`src/rtl/mm2s_win_reader.sv`:
```
// AXI4 read master that crops a window out of a strided frame buffer and writes
// {eol,sof,pixel} packed words into the mm2s FIFO, one burst outstanding at a time.
module mm2s_win_reader #(
  parameter int C_PIXEL_WIDTH      = 8,
  parameter int C_IMG_WBITS        = 12,
  parameter int C_IMG_HBITS        = 12,
  parameter int C_M_AXI_BURST_LEN  = 16,
  parameter int C_M_AXI_ADDR_WIDTH = 32,
  parameter int C_M_AXI_DATA_WIDTH = 32
) (
  input  logic                                  m2f_aclk,
  input  logic                                  resetn,
  input  logic                                  frame_start,
  input  logic [C_M_AXI_ADDR_WIDTH-1:0]         base_addr,
  input  logic [C_M_AXI_ADDR_WIDTH-1:0]         stride,
  input  logic [C_IMG_WBITS-1:0]                win_left,
  input  logic [C_IMG_HBITS-1:0]                win_top,
  input  logic [C_IMG_WBITS-1:0]                win_width,
  input  logic [C_IMG_HBITS-1:0]                win_height,
  output logic                                  busy,
  output logic                                  frame_done,
  output logic                                  rd_err,
  output logic [C_M_AXI_ADDR_WIDTH-1:0]         m_axi_araddr,
  output logic [7:0]                            m_axi_arlen,
  output logic [2:0]                            m_axi_arsize,
  output logic [1:0]                            m_axi_arburst,
  output logic                                  m_axi_arlock,
  output logic [3:0]                            m_axi_arcache,
  output logic [2:0]                            m_axi_arprot,
  output logic [3:0]                            m_axi_arqos,
  output logic                                  m_axi_arvalid,
  input  logic                                  m_axi_arready,
  input  logic [C_M_AXI_DATA_WIDTH-1:0]         m_axi_rdata,
  input  logic [1:0]                            m_axi_rresp,
  input  logic                                  m_axi_rlast,
  input  logic                                  m_axi_rvalid,
  output logic                                  m_axi_rready,
  input  logic                                  mm2s_full,
  output logic [(C_M_AXI_DATA_WIDTH/C_PIXEL_WIDTH)*(C_PIXEL_WIDTH+2)-1:0] mm2s_wr_data,
  output logic                                  mm2s_wr_en
);

  localparam int A         = C_M_AXI_ADDR_WIDTH;
  localparam int W         = C_IMG_WBITS;
  localparam int H         = C_IMG_HBITS;
  localparam int P         = C_PIXEL_WIDTH;
  localparam int PPW       = C_M_AXI_DATA_WIDTH / C_PIXEL_WIDTH;
  localparam int SIZE      = $clog2(C_M_AXI_DATA_WIDTH / 8);
  localparam int PIX_SHIFT = $clog2(P / 8);
  localparam int PPW_SHIFT = $clog2(PPW);
  localparam int CW        = (W > 13) ? W + 1 : 14;

  typedef enum logic [2:0] {S_IDLE, S_SETUP, S_AR, S_RD, S_NEXT_LINE, S_DONE} state_t;
  state_t state_reg, state_next;

  logic [A-1:0] base_reg, stride_reg, line_addr_reg, cur_addr_reg;
  logic [W-1:0] left_reg, width_reg, words_left_reg;
  logic [H-1:0] top_reg, height_reg, row_reg;
  logic         first_beat_reg, rd_err_reg;

  logic [W-1:0]  words_per_line;
  logic [A-1:0]  setup_addr;
  logic [CW-1:0] bound_words, len_c;
  logic          beat, last_beat, line_end;

  assign words_per_line = width_reg >> PPW_SHIFT;
  assign setup_addr     = base_reg + A'(top_reg) * stride_reg + (A'(left_reg) << PIX_SHIFT);

  // Words left before the next 4 KB boundary; a burst must never cross it.
  assign bound_words = (CW'(4096) - CW'(cur_addr_reg[11:0])) >> SIZE;

  always_comb begin
    len_c = CW'(words_left_reg);
    if (len_c > CW'(C_M_AXI_BURST_LEN)) len_c = CW'(C_M_AXI_BURST_LEN);
    if (len_c > bound_words)            len_c = bound_words;
  end

  assign beat      = (state_reg == S_RD) & m_axi_rvalid & ~mm2s_full;
  assign last_beat = beat & m_axi_rlast;
  assign line_end  = last_beat & (CW'(words_left_reg) == len_c);

  always_ff @(posedge m2f_aclk) begin
    if (!resetn) state_reg <= S_IDLE;
    else         state_reg <= state_next;
  end

  always_comb begin
    state_next    = state_reg;
    busy          = 1'b1;
    frame_done    = 1'b0;
    m_axi_arvalid = 1'b0;
    m_axi_rready  = 1'b0;
    mm2s_wr_en    = 1'b0;
    case (state_reg)
      S_IDLE: begin
        busy = 1'b0;
        if (frame_start) state_next = S_SETUP;
      end
      S_SETUP: begin
        if (words_per_line == '0 || height_reg == '0) state_next = S_DONE;
        else                                          state_next = S_AR;
      end
      S_AR: begin
        m_axi_arvalid = 1'b1;
        if (m_axi_arready) state_next = S_RD;
      end
      S_RD: begin
        m_axi_rready = ~mm2s_full;
        mm2s_wr_en   = beat;
        if (last_beat) begin
          if (!line_end)                         state_next = S_AR;
          else if (row_reg != height_reg - 1'b1) state_next = S_NEXT_LINE;
          else                                   state_next = S_DONE;
        end
      end
      S_NEXT_LINE: state_next = S_AR;
      S_DONE: begin
        frame_done = 1'b1;
        state_next = S_IDLE;
      end
      default: state_next = S_IDLE;
    endcase
  end

  always_ff @(posedge m2f_aclk) begin
    if (!resetn) begin
      base_reg       <= '0;
      stride_reg     <= '0;
      left_reg       <= '0;
      top_reg        <= '0;
      width_reg      <= '0;
      height_reg     <= '0;
      line_addr_reg  <= '0;
      cur_addr_reg   <= '0;
      words_left_reg <= '0;
      row_reg        <= '0;
      first_beat_reg <= 1'b0;
      rd_err_reg     <= 1'b0;
    end else begin
      case (state_reg)
        S_IDLE: begin
          if (frame_start) begin
            base_reg   <= base_addr;
            stride_reg <= stride;
            left_reg   <= win_left;
            top_reg    <= win_top;
            width_reg  <= win_width;
            height_reg <= win_height;
            rd_err_reg <= 1'b0;
          end
        end
        S_SETUP: begin
          line_addr_reg  <= setup_addr;
          cur_addr_reg   <= setup_addr;
          row_reg        <= '0;
          words_left_reg <= words_per_line;
          first_beat_reg <= 1'b1;
        end
        S_RD: begin
          if (beat) begin
            first_beat_reg <= 1'b0;
            if (m_axi_rresp != 2'b00) rd_err_reg <= 1'b1;
            if (m_axi_rlast) begin
              cur_addr_reg   <= cur_addr_reg + (A'(len_c) << SIZE);
              words_left_reg <= words_left_reg - W'(len_c);
            end
          end
        end
        S_NEXT_LINE: begin
          row_reg        <= row_reg + 1'b1;
          line_addr_reg  <= line_addr_reg + stride_reg;
          cur_addr_reg   <= line_addr_reg + stride_reg;
          words_left_reg <= words_per_line;
        end
        default: ;
      endcase
    end
  end

  assign rd_err        = rd_err_reg;
  assign m_axi_araddr  = cur_addr_reg;
  assign m_axi_arlen   = 8'(len_c - 1'b1);
  assign m_axi_arsize  = 3'(SIZE);
  assign m_axi_arburst = 2'b01;
  assign m_axi_arlock  = 1'b0;
  assign m_axi_arcache = 4'b0011;
  assign m_axi_arprot  = 3'b000;
  assign m_axi_arqos   = 4'b0000;

  genvar gi;
  generate
    for (gi = 0; gi < PPW; gi++) begin : g_slot
      localparam bit IS_FIRST = (gi == 0);
      localparam bit IS_LAST  = (gi == PPW - 1);
      assign mm2s_wr_data[gi*(P+2) +: P+2] =
        {IS_LAST & line_end, IS_FIRST & first_beat_reg, m_axi_rdata[gi*P +: P]};
    end
  endgenerate

endmodule

```
`config.mk`:
```
export PLATFORM = sky130hd
export DESIGN_NAME = mm2s_win_reader
export DESIGN_NICKNAME = d
export VERILOG_FILES = /design/src/rtl/mm2s_win_reader.sv
export SDC_FILE = /design/constraint.sdc
export NUM_CORES = 1
export LEC_CHECK = 0
export ABC_AREA = 1
export BUFFER_PORTS_ARGS = -buffer_cell sky130_fd_sc_hd__buf_2
export CORE_ASPECT_RATIO = 0.9
export CORE_MARGIN = 5
export CORE_UTILIZATION = 30
export DETAILED_ROUTE_END_ITERATION = 10
export REMOVE_ABC_BUFFERS = 1
export SLEW_MARGIN = 20
export SYNTH_ARGS = -nofsm -noshare
export SYNTH_HDL_FRONTEND = slang
export SYNTH_SLANG_ARGS = --single-unit
```
`constraint.sdc`:
```
create_clock -name m2f_aclk -period 7 [get_ports m2f_aclk]
set_input_delay 0 -clock m2f_aclk [delete_from_list [all_inputs] [get_ports m2f_aclk]]
set_output_delay 0 -clock m2f_aclk [all_outputs]
set_load 0.1 [all_outputs]
```
## Yosys cells after proc, flatten, opt, wreduce, memory -nomap -nowiden

Index checks and enable logic that the tools add are counted.

- Output and inout bits: 103
- Input port bits: 153
- Word-level logic and storage cells: 88
- Flip-flop bits (word level): 205

- $mul: 1
- Magnitude comparators: 2
- Reductions and logical operators: 17
- Bitwise gates (word level): 5
- Add/sub/neg operators: 9
- Eq/ne operators: 13
- Multiplexer cells: 28

Operators with widths:

| cell | number |
|---|---|
| $pmux 32 s3 | 1 |
| $add 32x32->32 | 2 |
| $mux 32 | 2 |
| $pmux 32 s2 | 1 |
| $mux 12 | 4 |
| $pmux 12 s2 | 2 |
| $add 32x12->32 | 1 |
| $add 32x14->32 | 1 |
| $mul 12x32->32 | 1 |
| $logic_not 12->1 | 2 |
| $mux 3 | 5 |
| $pmux 3 s5 | 1 |
| $sub 13x12->14 const A | 1 |
| $add 12x1->12 const B | 1 |
| $eq 12x12->1 | 1 |
| $gt 12x12->1 | 1 |
| $gt 12x5->1 const B | 1 |
| $ne 12x12->1 | 1 |
| $sub 12x1->12 const B | 1 |
| $sub 12x12->12 | 1 |
| $mux 1 | 10 |
| $ne 2x2->1 const B | 5 |
| $reduce_bool 2->1 | 5 |
| $reduce_and 3->1 | 3 |
| 14 further kinds | 21 |

## Depth between registers and ports, before layout

- Word-level depth: 9
- Mapped depth: 38
- Gate-level depth less buffers: 38

## Worst setup path after synthesis

Ideal clock, no wire load.

- Path type: reg-to-output
- From: register cur_addr_reg[3] (netlist: m_axi_araddr[3])
- To: output m_axi_arlen[4]
- Arrival time: 6.382 ns
- Data required time: 7.000 ns
- Path buffers: 0
- Setup slack: 0.618 ns
- Stages on the path, launching flop included: 24
- Cell sequence: dfxtp_1 inv_1 nand4_1 or2_1 nor2_2 nand2_1 nor2_2 inv_2 or2_4 nor2_2 inv_2 nand2_2 ha_1 nand3_1 nor3_1 a21boi_0 nand2_1 nand2_2 o21ai_0 and2_1 inv_1 ha_1 nand2_1 o21ai_0

- Word-level cells in the longest chain between the ends: 4

Ends and longest elaborated chain:

| what | RTL line | RTL |
|---|---|---|
| start, declared | 56 | `logic [A-1:0] base_reg, stride_reg, line_addr_reg, cur_addr_reg;` |
| start signal, assigned | 154 | `cur_addr_reg <= setup_addr;` |
| start signal, assigned | 164 | `cur_addr_reg <= cur_addr_reg + (A'(len_c) << SIZE);` |
| start signal, assigned | 172 | `cur_addr_reg <= line_addr_reg + stride_reg;` |
| $sub 13x12->14 (*) | 70 | `assign bound_words = (CW'(4096) - CW'(cur_addr_reg[11:0])) >> SIZE;` |
| $gt 12x12->1 | 75 | `if (len_c > bound_words) len_c = bound_words;` |
| $mux 12 (*) | 75 |  |
| $sub 8x1->8 (*) | 182 | `assign m_axi_arlen = 8'(len_c - 1'b1);` |
| end, declared | 24 | `output logic [7:0] m_axi_arlen,` |

Mark *: on every way between the ends. The rest lies on a longest branch, timed or not.

## Worst setup path in the final report

- From: register top_reg[0]
- To: register line_addr_reg[30]

- Word-level cells in the longest chain between the ends: 4

Ends and longest elaborated chain:

| what | RTL line | RTL |
|---|---|---|
| start, declared | 58 | `logic [H-1:0] top_reg, height_reg, row_reg;` |
| start signal, assigned | 146 | `top_reg <= win_top;` |
| $mul 12x32->32 | 67 | `assign setup_addr = base_reg + A'(top_reg) * stride_reg + (A'(left_reg) << PIX_SHIFT);` |
| $add 32x32->32 | 67 |  |
| $add 32x12->32 | 67 |  |
| $pmux 32 s2 | 140 | `case (state_reg)` |
| end signal, assigned | 153 | `line_addr_reg <= setup_addr;` |
| end signal, assigned | 171 | `line_addr_reg <= line_addr_reg + stride_reg;` |
| end, declared | 56 |  |

No other way between the ends.
A chain may end at the register's enable or synchronous reset.

==> flow_summary.yaml <==
global_route:
  grt_pass1_wl_um: 122000
  grt_max_degree: 78
  antenna_found_initial: 1
  grt_util_all_layers_pct: 17.4
  gr-total-overflow: 0
  grt_pass1_vias: 22000
detailed_routing:
  vias: 22900
  vias_per_cell: 4.73
  totalWireLength_um: 77500
  first_iter_violations: 1698
  drc: 0
  wire_per_inst_um: 16.0
  ant_nets: 0
  drt_pass1_iterations: 5
worst_setup_path:
  cp_common_cell: "fa_1"
  max_stage_delay_ns: 0.83
  reg2reg_from: "top_reg[0]$_SDFFE_PN0P_"
  worstPathArrival_ns: 6.73
  crit_type: "flip-flop to flip-flop"
  required_ns: 7.46
  crit_slowest_cell: "dfxtp_2"
  ff2ff_path_depth: 22
  crit_fanout: 33
  cp.depth: 22
  r2r-end: "line_addr_reg[30]$_SDFFE_PN0N_"
  endpoint: "line_addr_reg[30]$_SDFFE_PN0N_"
  crit_start: "top_reg[0]$_SDFFE_PN0P_"
  crit_buf_inv: 5
  start_kind: "flip-flop"
  cp_top_family: "adder cells"
  r2r_slack_ns: 0.74
  crit_path_end_kind: "flip-flop"
  path_cells: "nand2_1 -> fa_1 -> inv_1 -> fa_1 -> fa_1 -> fa_1 -> fa_1 -> inv_1 -> fa_1 -> inv_1 -> ha_1 -> a21oi_1 -> o21ai_0 -> a21oi_1 -> o21ai_0 -> buf_4 -> nand3b_1 -> nand3b_1 -> nand3_1 -> nand3_1 -> nand2_1 -> inv_1"
layout:
  syn_to_final_growth_pct: 16.2
  drive_gt1_share_pct: 8.03
  layout_common_cells: "988 x nand2_1, 648 x inv_1, 280 x fa_1"
  post-route-util_pct: 35.0
  final_common_cell: "nand2_1"
  nFillCells: 8675
  diodes: 0
  fin_nets: 4345
sta:
  hold_viol: 0
  setup_ws_ns: 0.738
  skew_ns: 0.0158
  fmax_ghz: 0.160
  slew_headroom_pct: 37.1
  post-route-period-util_pct: 89.5
  slew_viol_final: 0
  fin_crit_ns: 6.26
  grt_setup_unrepaired: "false"
  tns_ns: 0
  max_slew.worst_pin.slew_ns: 0.943
  setup-violations-final: 0
synthesis:
  synth.top_cells.by_area: "fa_1 23%, dfxtp_1 17%, nand2_1 15%, inv_1 10%, ha_1 7.5%"
  ys_seq_area_share_pct: 16.7
  synthFlopType: "dfxtp_1"
  synth_edf_count: 0
  ys_ff_latch: 203
  avgSynthCellArea_um2: 6.85
  synthArstFlopShare_pct: 0
  yosysTopAreaCell: "fa_1"
  synth_cell_types: 58
  synth_top_area_share_pct: 23.0
  syn_inst: 3561
  yosys_warnings: 0
  mappedNetlistArea_um2: 24400
clocking:
  clock_sinks: 203
  clk_path_buf_depth: 3
  clk_pin_slew_ns: 0.05
  htree_levels: 1
  cts_made_buffers: 27
  clk_latency_ns: 0.57
  cts_root_buf: "clkbuf_16"
  cts_setup_buffers: 0
  tritoncts: "built"
status:
  run_status: "finished, final reports clean"
pwr:
  power.leakage_nw: 14.7
  peakVddDrop_mv: 0.737
  p_per_area_nw_per_um2: 392
floorplanning:
  core_area_um2: 80900
  fp.dieH_um: 280
  ios: 256
  die_w_um: 310
  rows: 99
  initial_utilization_pct: 30.1
  die_area_um2: 87100
job:
  maxCapViolations: 0
placed_design:
  hpwl_um: 61300
  dp_slack_ns: 0.789
  place_congestion: 0.953
  portBuffers: 166
hold_path:
  worstHoldPathType: "primary input to primary output"
-- layer usage --
metal | global-route usage, % | vias up | part of all wire, %
met1 | 25.5 | 10800 | 48
met4 | 2.46 | 0 | 1.5
met3 | 2.76 | 64 | 6.4
li1 | - | 11400 | -
met2 | 27.8 | 631 | 44
met5 | 0.388 | - | 0
-- synth_stat cells (3+ instances only) --
cell type / count
o21ai_0: 181
buf_6: 3
a221oi_1: 3
buf_4: 58
nand2_1: 988
buf_2: 6
xnor2_1: 7
o21ai_1: 8
and2_1: 4
o21bai_1: 11
or2_2: 16
a21o_1: 6
a211oi_1: 3
nand4_1: 33
ha_1: 147
o211ai_1: 16
fa_1: 280
clkbuf_1: 112
dfxtp_1: 203
a21oi_1: 262
nor3_1: 29
xor2_1: 17
nor4_1: 5
inv_1: 649
a41oi_1: 9
nor2_1: 193
nand3_1: 213
nand3b_1: 9
nor2_2: 7
inv_2: 10
o21a_1: 4
nand2_2: 4
a21boi_0: 4
buf_1: 14
a31oi_1: 13
-- area by class of cell --
type	instances	area, um2	area share, %
Sequential cell	203	4070	14.4
Timing Repair Buffer	341	2480	8.76
Inverter	663	2490	8.80
Clock inverter	14	239	0.844
Clock buffer	35	756	2.67
Multi-Input combinational cell	2529	17000	59.9
Tap cell	1060	1330	4.68
-- where the power goes --
part | internal [mW] | switching [mW] | total, mW
clock | 0.981 | 0.587 | 1.57
sequential | 1.52 | 0.496 | 2.02
combinational | 2.15 | 5.36 | 7.51
-- worst min path at each step --
stage,cells after the start,slack [ns],from,to
6_report,0,0.001,m_axi_rdata[12],mm2s_wr_data[14]
5_1_grt,0,0.0006,m_axi_rdata[8],mm2s_wr_data[10]
2_1_floorplan,0,0,m_axi_rdata[0],mm2s_wr_data[0]
3_5_place_dp,0,0.0008,m_axi_rdata[8],mm2s_wr_data[10]
3_3_place_gp,0,0.0008,m_axi_rdata[8],mm2s_wr_data[10]
4_1_cts,0,0.0008,m_axi_rdata[8],mm2s_wr_data[10]
-- cell families after synthesis --
| kind of cell | after synthesis | synth area share, % |
|---|---|---|
| AO/OA/AOI/OAI | 533 | 11.9 |
| XOR/XNOR | 26 | 1.05 |
| adder cells (fa/ha/maj) | 427 | 30.5 |
| buffers and inverters | 857 | 14.2 |
| flip-flops | 203 | 16.7 |
| other | 2 | 0.0308 |
| AND/OR/NAND/NOR | 1513 | 25.6 |
-- stage by stage --
stage | std cells | cell area (um2) | total power, mW | hold slack [ns]
after floorplan | 3395 | 23500 | 7.48 | 0
after global placement | 4663 | 26000 | 9.38 | 0.000797
after detailed placement | 4663 | 26000 | 9.44 | 0.000797
after CTS | 4845 | 28300 | 11.2 | 0.000797
after global routing | 4845 | 28300 | 12.1 | 0.000578
final | 4845 | 28300 | 11.1 | 0.00103
-- timing repair --
action | in CTS | in global routing
hold buffers | 133 | 0
endpoints found under the setup margin | 0 | 0
gates resized for setup | 0 | 0
endpoints found under the hold margin | 136 | 0
Power figures use the tool's default switching activity.
